--- config.mk ---
export PLATFORM = sky130hd
export DESIGN_NAME = multi_digit_display_driver_flat
export DESIGN_NICKNAME = d
export VERILOG_FILES = /design/src/rtl/multi_digit_display_driver_if.sv /design/src/rtl/multi_digit_display_driver.sv /design/src/flat_wrapper.sv
export SDC_FILE = /design/constraint.sdc
export NUM_CORES = 1
export LEC_CHECK = 0
export ABC_AREA = 1
export ABC_CLOCK_PERIOD_IN_PS = 3400
export CELL_PAD_IN_SITES_DETAIL_PLACEMENT = 1
export CELL_PAD_IN_SITES_GLOBAL_PLACEMENT = 1
export CORE_ASPECT_RATIO = 1.2
export CORE_MARGIN = 4
export CORE_UTILIZATION = 44
export CTS_CLUSTER_DIAMETER = 30
export DETAILED_ROUTE_END_ITERATION = 10
export GPL_TIMING_DRIVEN = 0
export MAX_ROUTING_LAYER = met4
export PLACE_DENSITY = 0.85
export SETUP_SLACK_MARGIN = 0.1
export SYNTH_ARGS = -nofsm -noshare
export SYNTH_HDL_FRONTEND = slang
export SYNTH_SLANG_ARGS = --single-unit
--- constraint.sdc ---
create_clock -name i_clock -period 3.4 [get_ports i_clock]
set_input_delay 0.68 -clock i_clock [delete_from_list [all_inputs] [get_ports i_clock]]
set_output_delay 0.68 -clock i_clock [all_outputs]
set_load 0.05 [all_outputs]
--- src/rtl/multi_digit_display_driver_if.sv ---
// multi_digit_display_driver_if: load bus and display pins of the scanned seven-segment driver
interface multi_digit_display_driver_if #(
    parameter int NUM_DIGITS = 4
);
    logic                      load;
    logic [4*NUM_DIGITS-1:0]   digit_values;
    logic [NUM_DIGITS-1:0]     blank_mask;
    logic [NUM_DIGITS-1:0]     dp_mask;
    logic [NUM_DIGITS-1:0]     anode_signals;
    logic [6:0]                display_out;
    logic                      dp_out;
    logic                      frame_done;

    modport master (
        output load, digit_values, blank_mask, dp_mask,
        input  anode_signals, display_out, dp_out, frame_done
    );

    modport slave (
        input  load, digit_values, blank_mask, dp_mask,
        output anode_signals, display_out, dp_out, frame_done
    );
endinterface

--- src/rtl/multi_digit_display_driver.sv ---
// multi_digit_display_driver: tear-free time-multiplexed N-digit common-anode 7-segment driver
// Optional leading-zero suppression is enabled by defining LEADING_ZERO_BLANK_EN.
module multi_digit_display_driver #(
    parameter int NUM_DIGITS   = 4,
    parameter int DWELL_CYCLES = 32768,
    parameter int GUARD_CYCLES = 256,
    parameter int CNT_W        = 16
) (
    input  logic                          i_clock,
    input  logic                          i_reset_n,
    multi_digit_display_driver_if.slave   bus
);
    localparam int                IDX_W      = $clog2(NUM_DIGITS);
    localparam logic [CNT_W-1:0]  LAST_DWELL = CNT_W'(DWELL_CYCLES - 1);
    localparam logic [CNT_W-1:0]  PRE_LAST   = CNT_W'(DWELL_CYCLES - 2);
    localparam logic [CNT_W-1:0]  GUARD      = CNT_W'(GUARD_CYCLES);
    localparam logic [CNT_W-1:0]  CNT_ONE    = CNT_W'(1);
    localparam logic [IDX_W-1:0]  LAST_IDX   = IDX_W'(NUM_DIGITS - 1);
    localparam logic [IDX_W-1:0]  IDX_ONE    = IDX_W'(1);

    logic [CNT_W-1:0]          r_dwell_cnt;
    logic [IDX_W-1:0]          r_digit_idx;
    logic [4*NUM_DIGITS-1:0]   r_sh_val;
    logic [NUM_DIGITS-1:0]     r_sh_blank;
    logic [NUM_DIGITS-1:0]     r_sh_dp;
    logic                      r_pending;
    logic [4*NUM_DIGITS-1:0]   r_act_val;
    logic [NUM_DIGITS-1:0]     r_act_blank;
    logic [NUM_DIGITS-1:0]     r_act_dp;
    logic [NUM_DIGITS-1:0]     r_anode;
    logic [6:0]                r_display;
    logic                      r_dp;
    logic                      r_frame_done;

    logic                      w_dwell_wrap;
    logic                      w_commit;
    logic                      w_commit_en;
    logic [4*NUM_DIGITS-1:0]   w_cm_val;
    logic [NUM_DIGITS-1:0]     w_cm_blank;
    logic [NUM_DIGITS-1:0]     w_cm_dp;
    logic [NUM_DIGITS-1:0]     w_sup_mask;
    logic [3:0]                w_nibble;
    logic [6:0]                w_seg;
    logic                      w_guard;
    logic                      w_blank_cur;
    logic                      w_sup_cur;
    logic                      w_dp_cur;
    logic                      w_lit;
    logic [NUM_DIGITS-1:0]     w_anode_on;

    assign w_dwell_wrap = (r_dwell_cnt == LAST_DWELL);
    assign w_commit     = w_dwell_wrap && (r_digit_idx == '0);
    assign w_commit_en  = w_commit && (bus.load || r_pending);
    assign w_cm_val     = bus.load ? bus.digit_values : r_sh_val;
    assign w_cm_blank   = bus.load ? bus.blank_mask   : r_sh_blank;
    assign w_cm_dp      = bus.load ? bus.dp_mask      : r_sh_dp;

    // dwell counter and leftmost-first digit scan
    always_ff @(posedge i_clock) begin
        if (!i_reset_n) begin
            r_dwell_cnt <= '0;
            r_digit_idx <= LAST_IDX;
        end else begin
            r_dwell_cnt <= w_dwell_wrap ? '0 : r_dwell_cnt + CNT_ONE;
            if (w_dwell_wrap)
                r_digit_idx <= (r_digit_idx == '0) ? LAST_IDX : r_digit_idx - IDX_ONE;
        end
    end

    // shadow capture on load; active set only changes at the frame boundary
    always_ff @(posedge i_clock) begin
        if (!i_reset_n) begin
            r_sh_val    <= '0;
            r_sh_blank  <= '0;
            r_sh_dp     <= '0;
            r_pending   <= 1'b0;
            r_act_val   <= '0;
            r_act_blank <= '0;
            r_act_dp    <= '0;
        end else begin
            if (bus.load) begin
                r_sh_val   <= bus.digit_values;
                r_sh_blank <= bus.blank_mask;
                r_sh_dp    <= bus.dp_mask;
            end
            r_pending <= w_commit ? 1'b0 : (bus.load | r_pending);
            if (w_commit_en) begin
                r_act_val   <= w_cm_val;
                r_act_blank <= w_cm_blank;
                r_act_dp    <= w_cm_dp;
            end
        end
    end

`ifdef LEADING_ZERO_BLANK_EN
    logic [NUM_DIGITS-1:0] r_act_sup;

    function automatic logic [NUM_DIGITS-1:0] lz_mask(input logic [4*NUM_DIGITS-1:0] v);
        logic seen;
        seen    = 1'b0;
        lz_mask = '0;
        for (int i = NUM_DIGITS - 1; i >= 1; i--) begin
            if (!seen && v[4*i +: 4] == 4'h0)
                lz_mask[i] = 1'b1;
            else
                seen = 1'b1;
        end
    endfunction

    // suppression mask is frozen with the committed values
    always_ff @(posedge i_clock) begin
        if (!i_reset_n)
            r_act_sup <= '0;
        else if (w_commit_en)
            r_act_sup <= lz_mask(w_cm_val);
    end

    assign w_sup_mask = r_act_sup;
`else
    assign w_sup_mask = '0;
`endif

    assign w_nibble    = r_act_val[{r_digit_idx, 2'b00} +: 4];
    assign w_guard     = (r_dwell_cnt < GUARD);
    assign w_blank_cur = r_act_blank[r_digit_idx];
    assign w_sup_cur   = w_sup_mask[r_digit_idx];
    assign w_dp_cur    = r_act_dp[r_digit_idx];
    assign w_lit       = !w_guard && !w_blank_cur && (!w_sup_cur || w_dp_cur);
    assign w_anode_on  = ~(NUM_DIGITS'(1) << r_digit_idx);

    // active-low hex decode, segment order {a,b,c,d,e,f,g}
    always_comb begin
        w_seg = 7'h7F;
        case (w_nibble)
            4'h0: w_seg = 7'b0000001;
            4'h1: w_seg = 7'b1001111;
            4'h2: w_seg = 7'b0010010;
            4'h3: w_seg = 7'b0000110;
            4'h4: w_seg = 7'b1001100;
            4'h5: w_seg = 7'b0100100;
            4'h6: w_seg = 7'b0100000;
            4'h7: w_seg = 7'b0001111;
            4'h8: w_seg = 7'b0000000;
            4'h9: w_seg = 7'b0000100;
            4'hA: w_seg = 7'b0001000;
            4'hB: w_seg = 7'b1100000;
            4'hC: w_seg = 7'b0110001;
            4'hD: w_seg = 7'b1000010;
            4'hE: w_seg = 7'b0110000;
            default: w_seg = 7'b0111000;
        endcase
    end

    // registered pins; frame_done is timed to be high during the commit cycle itself
    always_ff @(posedge i_clock) begin
        if (!i_reset_n) begin
            r_anode      <= '1;
            r_display    <= 7'h7F;
            r_dp         <= 1'b1;
            r_frame_done <= 1'b0;
        end else begin
            r_anode      <= w_lit ? w_anode_on : '1;
            r_display    <= (w_blank_cur || w_sup_cur) ? 7'h7F : w_seg;
            r_dp         <= w_lit ? ~w_dp_cur : 1'b1;
            r_frame_done <= (r_digit_idx == '0) && (r_dwell_cnt == PRE_LAST);
        end
    end

    assign bus.anode_signals = r_anode;
    assign bus.display_out   = r_display;
    assign bus.dp_out        = r_dp;
    assign bus.frame_done    = r_frame_done;
endmodule
--- src/flat_wrapper.sv ---
// flat-port wrapper written by rule: the top's interface ports become plain ports
module multi_digit_display_driver_flat 
#(
    parameter int NUM_DIGITS   = 4,
    parameter int DWELL_CYCLES = 32768,
    parameter int GUARD_CYCLES = 256,
    parameter int CNT_W        = 16
)
  (i_clock, i_reset_n, bus_load, bus_digit_values, bus_blank_mask, bus_dp_mask, bus_anode_signals, bus_display_out, bus_dp_out, bus_frame_done);
  multi_digit_display_driver_if #(.NUM_DIGITS(NUM_DIGITS)) bus_i ();
  input  logic i_clock;
  input  logic i_reset_n;
  input wire logic [$bits(bus_i.load)-1:0] bus_load;
  input wire logic [$bits(bus_i.digit_values)-1:0] bus_digit_values;
  input wire logic [$bits(bus_i.blank_mask)-1:0] bus_blank_mask;
  input wire logic [$bits(bus_i.dp_mask)-1:0] bus_dp_mask;
  output wire logic [$bits(bus_i.anode_signals)-1:0] bus_anode_signals;
  output wire logic [$bits(bus_i.display_out)-1:0] bus_display_out;
  output wire logic [$bits(bus_i.dp_out)-1:0] bus_dp_out;
  output wire logic [$bits(bus_i.frame_done)-1:0] bus_frame_done;
  assign bus_i.load = bus_load;
  assign bus_i.digit_values = bus_digit_values;
  assign bus_i.blank_mask = bus_blank_mask;
  assign bus_i.dp_mask = bus_dp_mask;
  assign bus_anode_signals = bus_i.anode_signals;
  assign bus_display_out = bus_i.display_out;
  assign bus_dp_out = bus_i.dp_out;
  assign bus_frame_done = bus_i.frame_done;
  multi_digit_display_driver #(.NUM_DIGITS(NUM_DIGITS), .DWELL_CYCLES(DWELL_CYCLES), .GUARD_CYCLES(GUARD_CYCLES), .CNT_W(CNT_W)) u_core (.i_clock(i_clock), .i_reset_n(i_reset_n), .bus(bus_i));
endmodule
== Word-level counts from Yosys, hierarchy flattened ==
Memories as Yosys holds them, arrays and structs flattened. A register that Yosys moved wholly into a read port is not among the register bits.
Index checks and enable logic that the tools add are counted.

* $add $sub $neg: 2
* $mul: 0
* Div/mod/pow operators: 0
* $lt $le $gt $ge: 2
* Eq/ne operators: 2
* Shifts and indexed selects: 2
* Mux-type cells: 10
* Bitwise operators: 4
* Reduce and logical (&&, ||, !) cells: 16

{| class="wikitable"
|+ Operators by type and width
! operator !! number
|-
| equality test 16 x 15 -> 1 bit (second input constant) || 2
|-
| adder 16 x 1 -> 16 bit (second input constant) || 1
|-
| less-than comparator 16 x 9 -> 1 bit (second input constant) || 1
|-
| two-way mux 16 bit || 1
|-
| indexed part select 16 x 5 -> 4 bit || 1
|-
| two-way mux 4 bit || 2
|-
| binary-select mux 1 bit (select 2 bit) || 3
|-
| OR reduction 2 bit || 3
|-
| logical AND 1 bit || 5
|-
| NOT 4 bit || 1
|-
| left shift 1 x 2 -> 4 bit (first input constant) || 1
|-
| zero test 1 bit || 3
|-
| logical OR 1 bit || 3
|-
| less-than comparator 2 x 3 -> 1 bit (second input constant) || 1
|-
| two-way mux 1 bit || 3
|-
| zero test 2 bit || 1
|-
| two-way mux 2 bit || 1
|-
| NOT 1 bit || 2
|-
| AND reduction 2 bit || 1
|-
| subtractor 2 x 1 -> 2 bit (second input constant) || 1
|-
| bitwise OR 1 bit || 1
|}

* Register bits: 73
* Latch bits: 0
* Bits in writable memories: 0
* Memory bits (read-only): 112
* Input port bits: 27
* Output and inout bits: 13
* Logic and storage cells: 51
* Memories kept: 1

{| class="wikitable"
|+ Memories
! name !! words !! width !! rd ports !! clocked after Yosys merged registers in !! write ports !! line !! RTL
|-
| (no name shown) || 16 || 7 || 1 || 1 || 0 || multi_digit_display_driver.sv:134 || <nowiki>case (w_nibble)</nowiki>
|}

== Depth between registers and ports, before layout ==
Gate-level depths: netlist of run 1.

* Depth in word-level cells: 6
* Gate-level depth with buffers: 12
* Depth with buffers taken out: 10

== Least setup slack after synthesis of run 1 ==
Ideal clock, no wire load.

* Path kind: register to register
* Start point: register u_core.r_digit_idx[0]
* End point: register u_core.r_act_blank[0]
* Setup time: 0.110 ns
* Arrival time: 1.703 ns
* Data required time: 3.290 ns
* Setup slack: 1.587 ns
* Cell stages (with the launch flop): 10
* Buffers on the path: 4
* Clock period less this slack: 1.813 ns
* Path through: dfxtp_1 buf_2 inv_1 buf_2 ha_1 clkbuf_1 buf_1 nand4_1 nand2_1 nor2_1

* Cells in the longest elaborated chain, start to end: 3

{| class="wikitable"
|+ RTL lines
! what !! line !! RTL
|-
| from (decl) || multi_digit_display_driver.sv:22 || <nowiki>logic [IDX_W-1:0] r_digit_idx;</nowiki>
|-
| from (signal assigned) || multi_digit_display_driver.sv:66 || <nowiki>r_digit_idx <= (r_digit_idx == '0) ? LAST_IDX : r_digit_idx - IDX_ONE;</nowiki>
|-
| zero test 2 bit || multi_digit_display_driver.sv:52 || <nowiki>assign w_commit = w_dwell_wrap && (r_digit_idx == '0);</nowiki>
|-
| logical AND 1 bit || multi_digit_display_driver.sv:52 ||
|-
| logical AND 1 bit || multi_digit_display_driver.sv:53 || <nowiki>assign w_commit_en = w_commit && (bus.load || r_pending);</nowiki>
|-
| to (signal assigned) || multi_digit_display_driver.sv:89 || <nowiki>r_act_blank <= w_cm_blank;</nowiki>
|-
| to (decl) || multi_digit_display_driver.sv:28 || <nowiki>logic [NUM_DIGITS-1:0] r_act_blank;</nowiki>
|}

Every way passes these cells.
A chain may end at the register's enable or synchronous reset.

== Worst setup path in the final report of run 1 ==
* Start point: register u_core.r_digit_idx[0]
* End point: register u_core.r_act_val[14]

* Cells in the longest elaborated chain, start to end: 3

{| class="wikitable"
|+ RTL lines
! what !! line !! RTL
|-
| zero test 2 bit || multi_digit_display_driver.sv:52 ||
|-
| logical AND 1 bit || multi_digit_display_driver.sv:52 ||
|-
| logical AND 1 bit || multi_digit_display_driver.sv:53 ||
|-
| to (signal assigned) || multi_digit_display_driver.sv:88 || <nowiki>r_act_val <= w_cm_val;</nowiki>
|-
| to (decl) || multi_digit_display_driver.sv:27 || <nowiki>logic [4*NUM_DIGITS-1:0] r_act_val;</nowiki>
|}

Every way passes these cells.

==> results of run 1 <==
==> layer usage <==
| metal | up-vias | wire (um) | global-route usage, % |
|---|---|---|---|
| met1 | 1634 | 3800 | 20.7 |
| met4 | 0 | 174 | 6.69 |
| li1 | 1712 | - | - |
| met2 | 42 | 5020 | 38.9 |
| met3 | 18 | 234 | 3.73 |
| met5 | - | 0 | - |
==> cell usage after synthesis <==
cell type	n
a211oi_1	1
a21oi_1	13
a21oi_2	1
and2_1	1
buf_1	3
buf_2	3
buf_4	1
buf_6	5
clkbuf_1	11
clkinv_1	1
dfxtp_1	80
ha_1	12
inv_1	64
inv_2	3
nand2_1	118
nand2_2	2
nand3_1	19
nand3_4	1
nand3b_1	2
nand4_1	24
nor2_1	70
nor2_2	3
nor2_4	1
nor4_1	2
nor4b_1	1
o211ai_1	4
o21ai_0	34
o21ai_1	1
or2_2	28
xnor2_1	2
xor2_1	5
==> power groups by stage <==
stage	sequential (W)	combinational [W]	clock, W
floorplan	0.00100	0.0000730	0
global placement	0.000991	0.000143	0
detailed placement	0.000993	0.000149	0
CTS	0.000971	0.000150	0.000749
global route	0.000974	0.000163	0.000787
finish	0.000971	0.000148	0.000739
==> through the flow <==
stage / util (%) / hold WS, ns / power, W / instances / cell area, um^2
global placement: 51.8 / 0.445 / 0.00113 / 669 / 4250
finish: 54.3 / 0.504 / 0.00186 / 685 / 4450
CTS: 54.3 / 0.500 / 0.00187 / 685 / 4450
detailed placement: 51.8 / 0.485 / 0.00114 / 669 / 4250
global route: 54.3 / 0.527 / 0.00192 / 685 / 4450
floorplan: - / 0.430 / 0.00108 / 516 / 3710
==> cells by family after synthesis <==
kind of cell             count (synthesis)  synth area share [%]
AO/OA/AOI/OAI                           54                  7.71
flip-flops                              80                  43.1
buffers and inverters                   91                  10.4
adder cells (fa/ha/maj)                 12                  4.04
XOR/XNOR                                 7                  1.65
AND/OR/NAND/NOR                        272                  33.1
==> cell type report <==
type	count	area, um^2	area share (%)
inverters	68	255	5.73
repair buffers	39	390	8.77
well taps	114	143	3.20
plain buffers	23	131	2.95
multi-input cells	345	1730	38.8
clock buffers	11	141	3.18
clock inverters	5	63.8	1.43
flip-flops and latches	80	1600	36.0
==> path summary, 6_finish.rpt <==
check / start / endpoint / slack, ns / depth (start not counted)
max: u_core.r_digit_idx[0]$_SDFFE_PN1P_ / u_core.r_act_val[14]$_SDFFE_PN0P_ / 0.98 / 9
min: u_core.r_dwell_cnt[14]$_SDFF_PP0_ / u_core.r_dwell_cnt[14]$_SDFF_PP0_ / 0.50 / 2
max reg2reg: u_core.r_digit_idx[0]$_SDFFE_PN1P_ / u_core.r_act_val[14]$_SDFFE_PN0P_ / 0.98 / 9
min reg2reg: u_core.r_dwell_cnt[14]$_SDFF_PP0_ / u_core.r_dwell_cnt[14]$_SDFF_PP0_ / 0.50 / 2
==> state kept, by name, indices dropped and copies added, names as in the netlist, 2 cells and up <==
signal,count
u_core.r_sh_dp,4
u_core.r_sh_blank,4
u_core.r_digit_idx,2
u_core.r_act_dp,4
u_core.r_sh_val,16
u_core.r_act_val,16
u_core.bus.display_out,7
u_core.r_act_blank,4
u_core.bus.anode_signals,4
u_core.r_dwell_cnt,16
==> worst min-delay path, stage by stage, from the launching register on <==
cell and delay [ns]:
dfxtp_1 0.34, nand2_1 0.07, a21oi_1 0.05
==> metrics.md, run 1 <==
| Metric | Value |
|---|---|
| Outcome | `complete, no violations` |
| Int Pwr | `0.00140 W` |
| Commonest non-fill, non-tap cells in the layout | `nand2_1 (118), dfxtp_1 (80), nor2_1 (70)` |
| CP required | `3.65 ns` |
| Aggregate global-route resource usage | `20.3%` |
| Share of cells above drive strength 1 | `11.0%` |
| Flops & latches, synth | `80` |
| WP buf/inv | `5` |
| Worst slew margin | `62.7%` |
| Final Setup Violations | `0` |
| # IOs | `40` |
| Peak Freq | `413 MHz` |
| Largest net degree at the start of global routing | `15` |
| Slowest-stage cell, CP | `buf_1` |
| Switch share | `24.8%` |
| TritonCTS buffer count | `9` |
| # Post-CTS Setup Buffers | `0` |
| Clock power share | `39.8%` |
| Initial antenna violation count | `0` |
| Final worst setup slack | `0.980 ns` |
| Syn_nets | `555` |
| Crit share post-route | `71.2%` |
| Post-synth cell types | `31` |
| Clk_skew | `0.0147 ns` |
| DRT antenna net count | `0` |
| N_diodes | `0` |
| Clock Sinks | `80` |
| Worst Tran Pin Value | `0.559 ns` |
| Clock Path Buffers | `2` |
| Synth Instances | `516` |
| VDD IR max | `0.284 mV` |
| Clk Tree Root Cell | `clkbuf_8` |
| Flop pwr share | `52.3%` |
| Initial Util | `45.3%` |
| Die height | `109 um` |
| First-pass DRT Iterations | `4` |
| Comb pwr share | `8.0%` |
| Setup_tns | `0 ns` |
| Die X | `91.9 um` |
| CTS Hold Bufs | `0` |
| Worst Setup Path Type | `flip-flop to flip-flop` |
| Starting DRT DRC Count | `130` |
| Commonest non-fill, non-tap cell in the layout | `nand2_1` |
| IO Port Bufs | `39` |
| Largest delay share family, worst path | `buffers and inverters` |
| Fin. max-slew vios | `0` |
| Mapped Area | `3710 um^2` |
| RePlAce Congestion | `0.831` |
| YS warnings | `0` |
| Clock latency on the worst-skew pair | `0.35 ns` |
| Area grow syn2layout | `19.9%` |
| Pre-CTS setup slack | `0.931 ns` |
| WL/cell | `13.5 um` |
| Sequential share of the synthesized area | `43.1%` |
| Max Cap Violations | `0` |
| Area of the die | `9980 um^2` |
| Crit path DAT | `2.67 ns` |
| DR vias | `3,406` |
| Row cnt | `36` |
| DRC Markers | `0` |
| CTS clk-pin slew, worst paths | `0.08 ns` |
| Synth area leader | `dfxtp_1` |
| Hold Fails Final Rpt | `0` |
| PD cells | `417 nW/um^2` |
| Syn Area/Cell | `7.20 um^2` |
| Vias in the first global route | `3,549` |
| CP Capture Type | `flip-flop` |
| Tmin final | `2.42 ns` |
| CP Launch Type | `flip-flop` |
| Cell mode on critical path | `buf_2` |
| WL final | `9230 um` |
| Static leakage | `1.88 nW` |
| H-tree Lvls | `3` |
| Final HPWL DP | `7020 um` |
| Overflow after GRT | `0` |
| Core area | `8200 um^2` |
| Worst-path maximum fanout | `11` |
| CTS tree | `built` |
| RSZ-0062 raised after global routing | `false` |
| Final net count | `605` |
| Via-to-Cell Ratio | `4.97` |
| Top-area cell type share of the netlist area | `43.1%` |
| Number of fill cells | `1,084` |
| Main area contributors after synthesis | `dfxtp_1 (43%), nand2_1 (12%), nor2_1 (7.1%)` |
| Post_cts resized | `0` |
| NetSw | `0.000461 W` |
| Delay of the slowest critical-path stage | `0.49 ns` |
| Worst Hold Class | `flip-flop to flip-flop` |
| Sequence of cells on the critical path | `buf_2, inv_1, buf_2, ha_1, clkbuf_1, buf_1, nand4_1, nand2_1, nor2_1` |
| First-pass GRT wire length | `15,900 um` |
(Power assumes the default switching activity.)
==> run 2, diff against run 1 <==
- ABC_CLOCK_PERIOD_IN_PS: 3400 -> 2100
- CORE_UTILIZATION: 44 -> 37
- PLACE_DENSITY: 0.85 -> 0.76
- clock period: 3.4 -> 2.1 ns (I/O delays scaled with it)
==> metrics.md, run 2 (synthesis gave the netlist of run 1 again) <==
| Metric | Value |
|---|---|
| Outcome | `complete, no violations` |
| CP required | `1.68 ns (-1.97 ns)` |
| Commonest non-fill, non-tap cell in the layout | `nand2_1` |
| Hold Fails Final Rpt | `0 (unchanged)` |
| Clock Path Buffers | `2 (unchanged)` |
| RSZ-0062 raised after global routing | `false` |
| Core area | `9660 um^2 (+18%)` |
| Fin. max-slew vios | `0 (unchanged)` |
| CP Launch Type | `flip-flop` |
| Delay of the slowest critical-path stage | `0.79 ns (+0.30 ns)` |
| Crit share post-route | `88.8%` |
| Sequence of cells on the critical path | `clkdlybuf4s50_1` |
| Worst-path maximum fanout | `1 (-10)` |
| WHS | `0.466 ns (-0.0379 ns)` |
| Clock latency on the worst-skew pair | `0.34 ns (about the same)` |
| Largest delay share family, worst path | `buffers and inverters` |
| Via-to-Cell Ratio | `4.76 (-4.3%)` |
| VDD IR max | `0.453 mV (+59%)` |
| WL final | `9280 um (+0.56%)` |
| Largest net degree at the start of global routing | `13 (-2)` |
| Setup_tns | `0 ns (unchanged)` |
| DRT antenna net count | `0 (unchanged)` |
| Worst Setup Path Type | `flip-flop to output port` |
| Area grow syn2layout | `23.7%` |
| Tmin final | `1.86 ns` |
| CTS tree | `built` |
| Largest regs | `u_core.r_act_val: 16 flops, u_core.r_dwell_cnt: 16 flops, u_core.r_sh_val: 16 flops` |
| WL/cell | `13.3 um (-1.0%)` |
| Clk Tree Root Cell | `clkbuf_16` |
| Static leakage | `1.95 nW (+3.3%)` |
| Vias in the first global route | `3,538 (-0.31%)` |
| Clock Sinks | `80 (unchanged)` |
| WP buf/inv | `1 (-4)` |
| Final Setup Violations | `0 (unchanged)` |
| Worst Tran Pin Value | `0.507 ns (-0.0521 ns)` |
| Crit path DAT | `1.44 ns (-1.23 ns)` |
| Starting DRT DRC Count | `71 (-45%)` |
| H-tree Lvls | `3 (unchanged)` |
| First-pass GRT wire length | `16,000 um (+0.78%)` |
| Aggregate global-route resource usage | `17.4% (-2.9 points)` |
| Fin area | `4600 um^2 (+3.2%)` |
| Share of cells above drive strength 1 | `12.4% (+1.4 points)` |
| DR vias | `3,311 (-2.8%)` |
| DP Area | `4260 um^2 (+0.27%)` |
| Clk_skew | `0.00827 ns (-0.00644 ns)` |
| Initial Util | `38.4% (-6.9 points)` |
| Final HPWL DP | `7030 um (+0.21%)` |
| Die X | `99.5 um (+8.3%)` |
| TritonCTS buffer count | `9 (unchanged)` |
| Max Cap Violations | `0 (unchanged)` |
| First-pass DRT Iterations | `4 (unchanged)` |
| Total power draw | `0.00334 W (+80%)` |
| # IOs | `40 (unchanged)` |
| Slowest-stage cell, CP | `clkdlybuf4s50_1` |
| CTS Hold Bufs | `0 (unchanged)` |
| Util after Layout | `47.6% (-6.8 points)` |
| Worst Hold Class | `flip-flop to flip-flop` |
| Row cnt | `39 (+8.3%)` |
| PD cells | `727 nW/um^2 (+74%)` |
| Final net count | `608 (+0.50%)` |
| Peak Freq | `536 MHz` |
| RePlAce Congestion | `0.856 (+3.0%)` |
| Area of the die | `11,700 um^2 (+17%)` |
| Overflow after GRT | `0 (unchanged)` |
| Die height | `118 um (+8.4%)` |
| CP Capture Type | `output port` |
| Commonest non-fill, non-tap cells in the layout | `nand2_1 (116), dfxtp_1 (79), nor2_1 (70)` |
| N_diodes | `0 (unchanged)` |
| Initial antenna violation count | `0 (unchanged)` |
| CTS clk-pin slew, worst paths | `0.06 ns (-0.02 ns)` |
| IO Port Bufs | `39 (unchanged)` |
| Worst slew margin | `66.1% (+3.4 points)` |
| DRC Markers | `0 (unchanged)` |
[run 2: cell count changes in the layout (fill, tap and decap cells not counted), sizes merged]
cell,previous run,this run
buf,12,13
clkbuf,22,25
inv,69,67
[run 2: power breakdown]
part,switching (W),total [W],internal (W)
Sequential,0.0000122,0.00157,0.00156
Clock,0.000584,0.00153,0.000945
Combinational,0.000133,0.000240,0.000107
Total,0.000729,0.00334,0.00261
[run 2: per-stage QoR]
| stage | cells | setup slack [ns] |
|---|---|---|
| finish | 696 | 0.236 |
| global route | 696 | 0.0969 |
| CTS | 693 | 0.125 |
| detailed placement | 678 | -0.281 |
| global placement | 678 | -0.208 |
| floorplan | 516 | 0.287 |
[run 2: layer usage]
layer / vias to the layer above / GRT usage, % / wire [um]
li1: 1711 / - / -
met4: 0 / 6.58 / 225
met5: - / - / 0
met2: 45 / 31.9 / 5020
met3: 17 / 3.56 / 282
met1: 1538 / 17.8 / 3740
[run 2: repair_timing]
action,in CTS,in global routing
resized for setup,7,6
setup buffers,0,3
setup endpoints to repair,22,20
pin swaps,0,2
[run 2: worst reg2reg max path, cell delays in order (launching register included)]
cell and delay (ns):
dfxtp_2 0.33, buf_4 0.16, inv_1 0.10, clkbuf_4 0.22
ha_1 0.23, clkbuf_4 0.24, clkbuf_4 0.22, nand4_1 0.12
nand2_1 0.10, nor2_1 0.04
[run 2: worst paths after layout]
path / cells after the start / slack [ns] / start / to
min: 1 / 0.47 / u_core.r_dwell_cnt[0]$_SDFF_PP0_ / u_core.r_dwell_cnt[0]$_SDFF_PP0_
max reg2reg: 9 / 0.24 / u_core.r_digit_idx[0]$_SDFFE_PN1P_ / u_core.r_act_val[13]$_SDFFE_PN0P_
max: 1 / 0.24 / u_core.bus.frame_done$_SDFF_PN0_ / bus_frame_done
min reg2reg: 1 / 0.47 / u_core.r_dwell_cnt[0]$_SDFF_PP0_ / u_core.r_dwell_cnt[0]$_SDFF_PP0_
[run 2: final cells by class]
| class | count | area, um^2 |
|---|---|---|
| clock inverter | 3 | 42.5 |
| multi-input combinational | 345 | 1730 |
| inverter | 68 | 255 |
| clock buffer | 12 | 246 |
| sequential | 80 | 1600 |
| fill | 1241 | 5070 |
| tap | 123 | 154 |
| buffer | 23 | 148 |
| timing repair buffer | 42 | 413 |
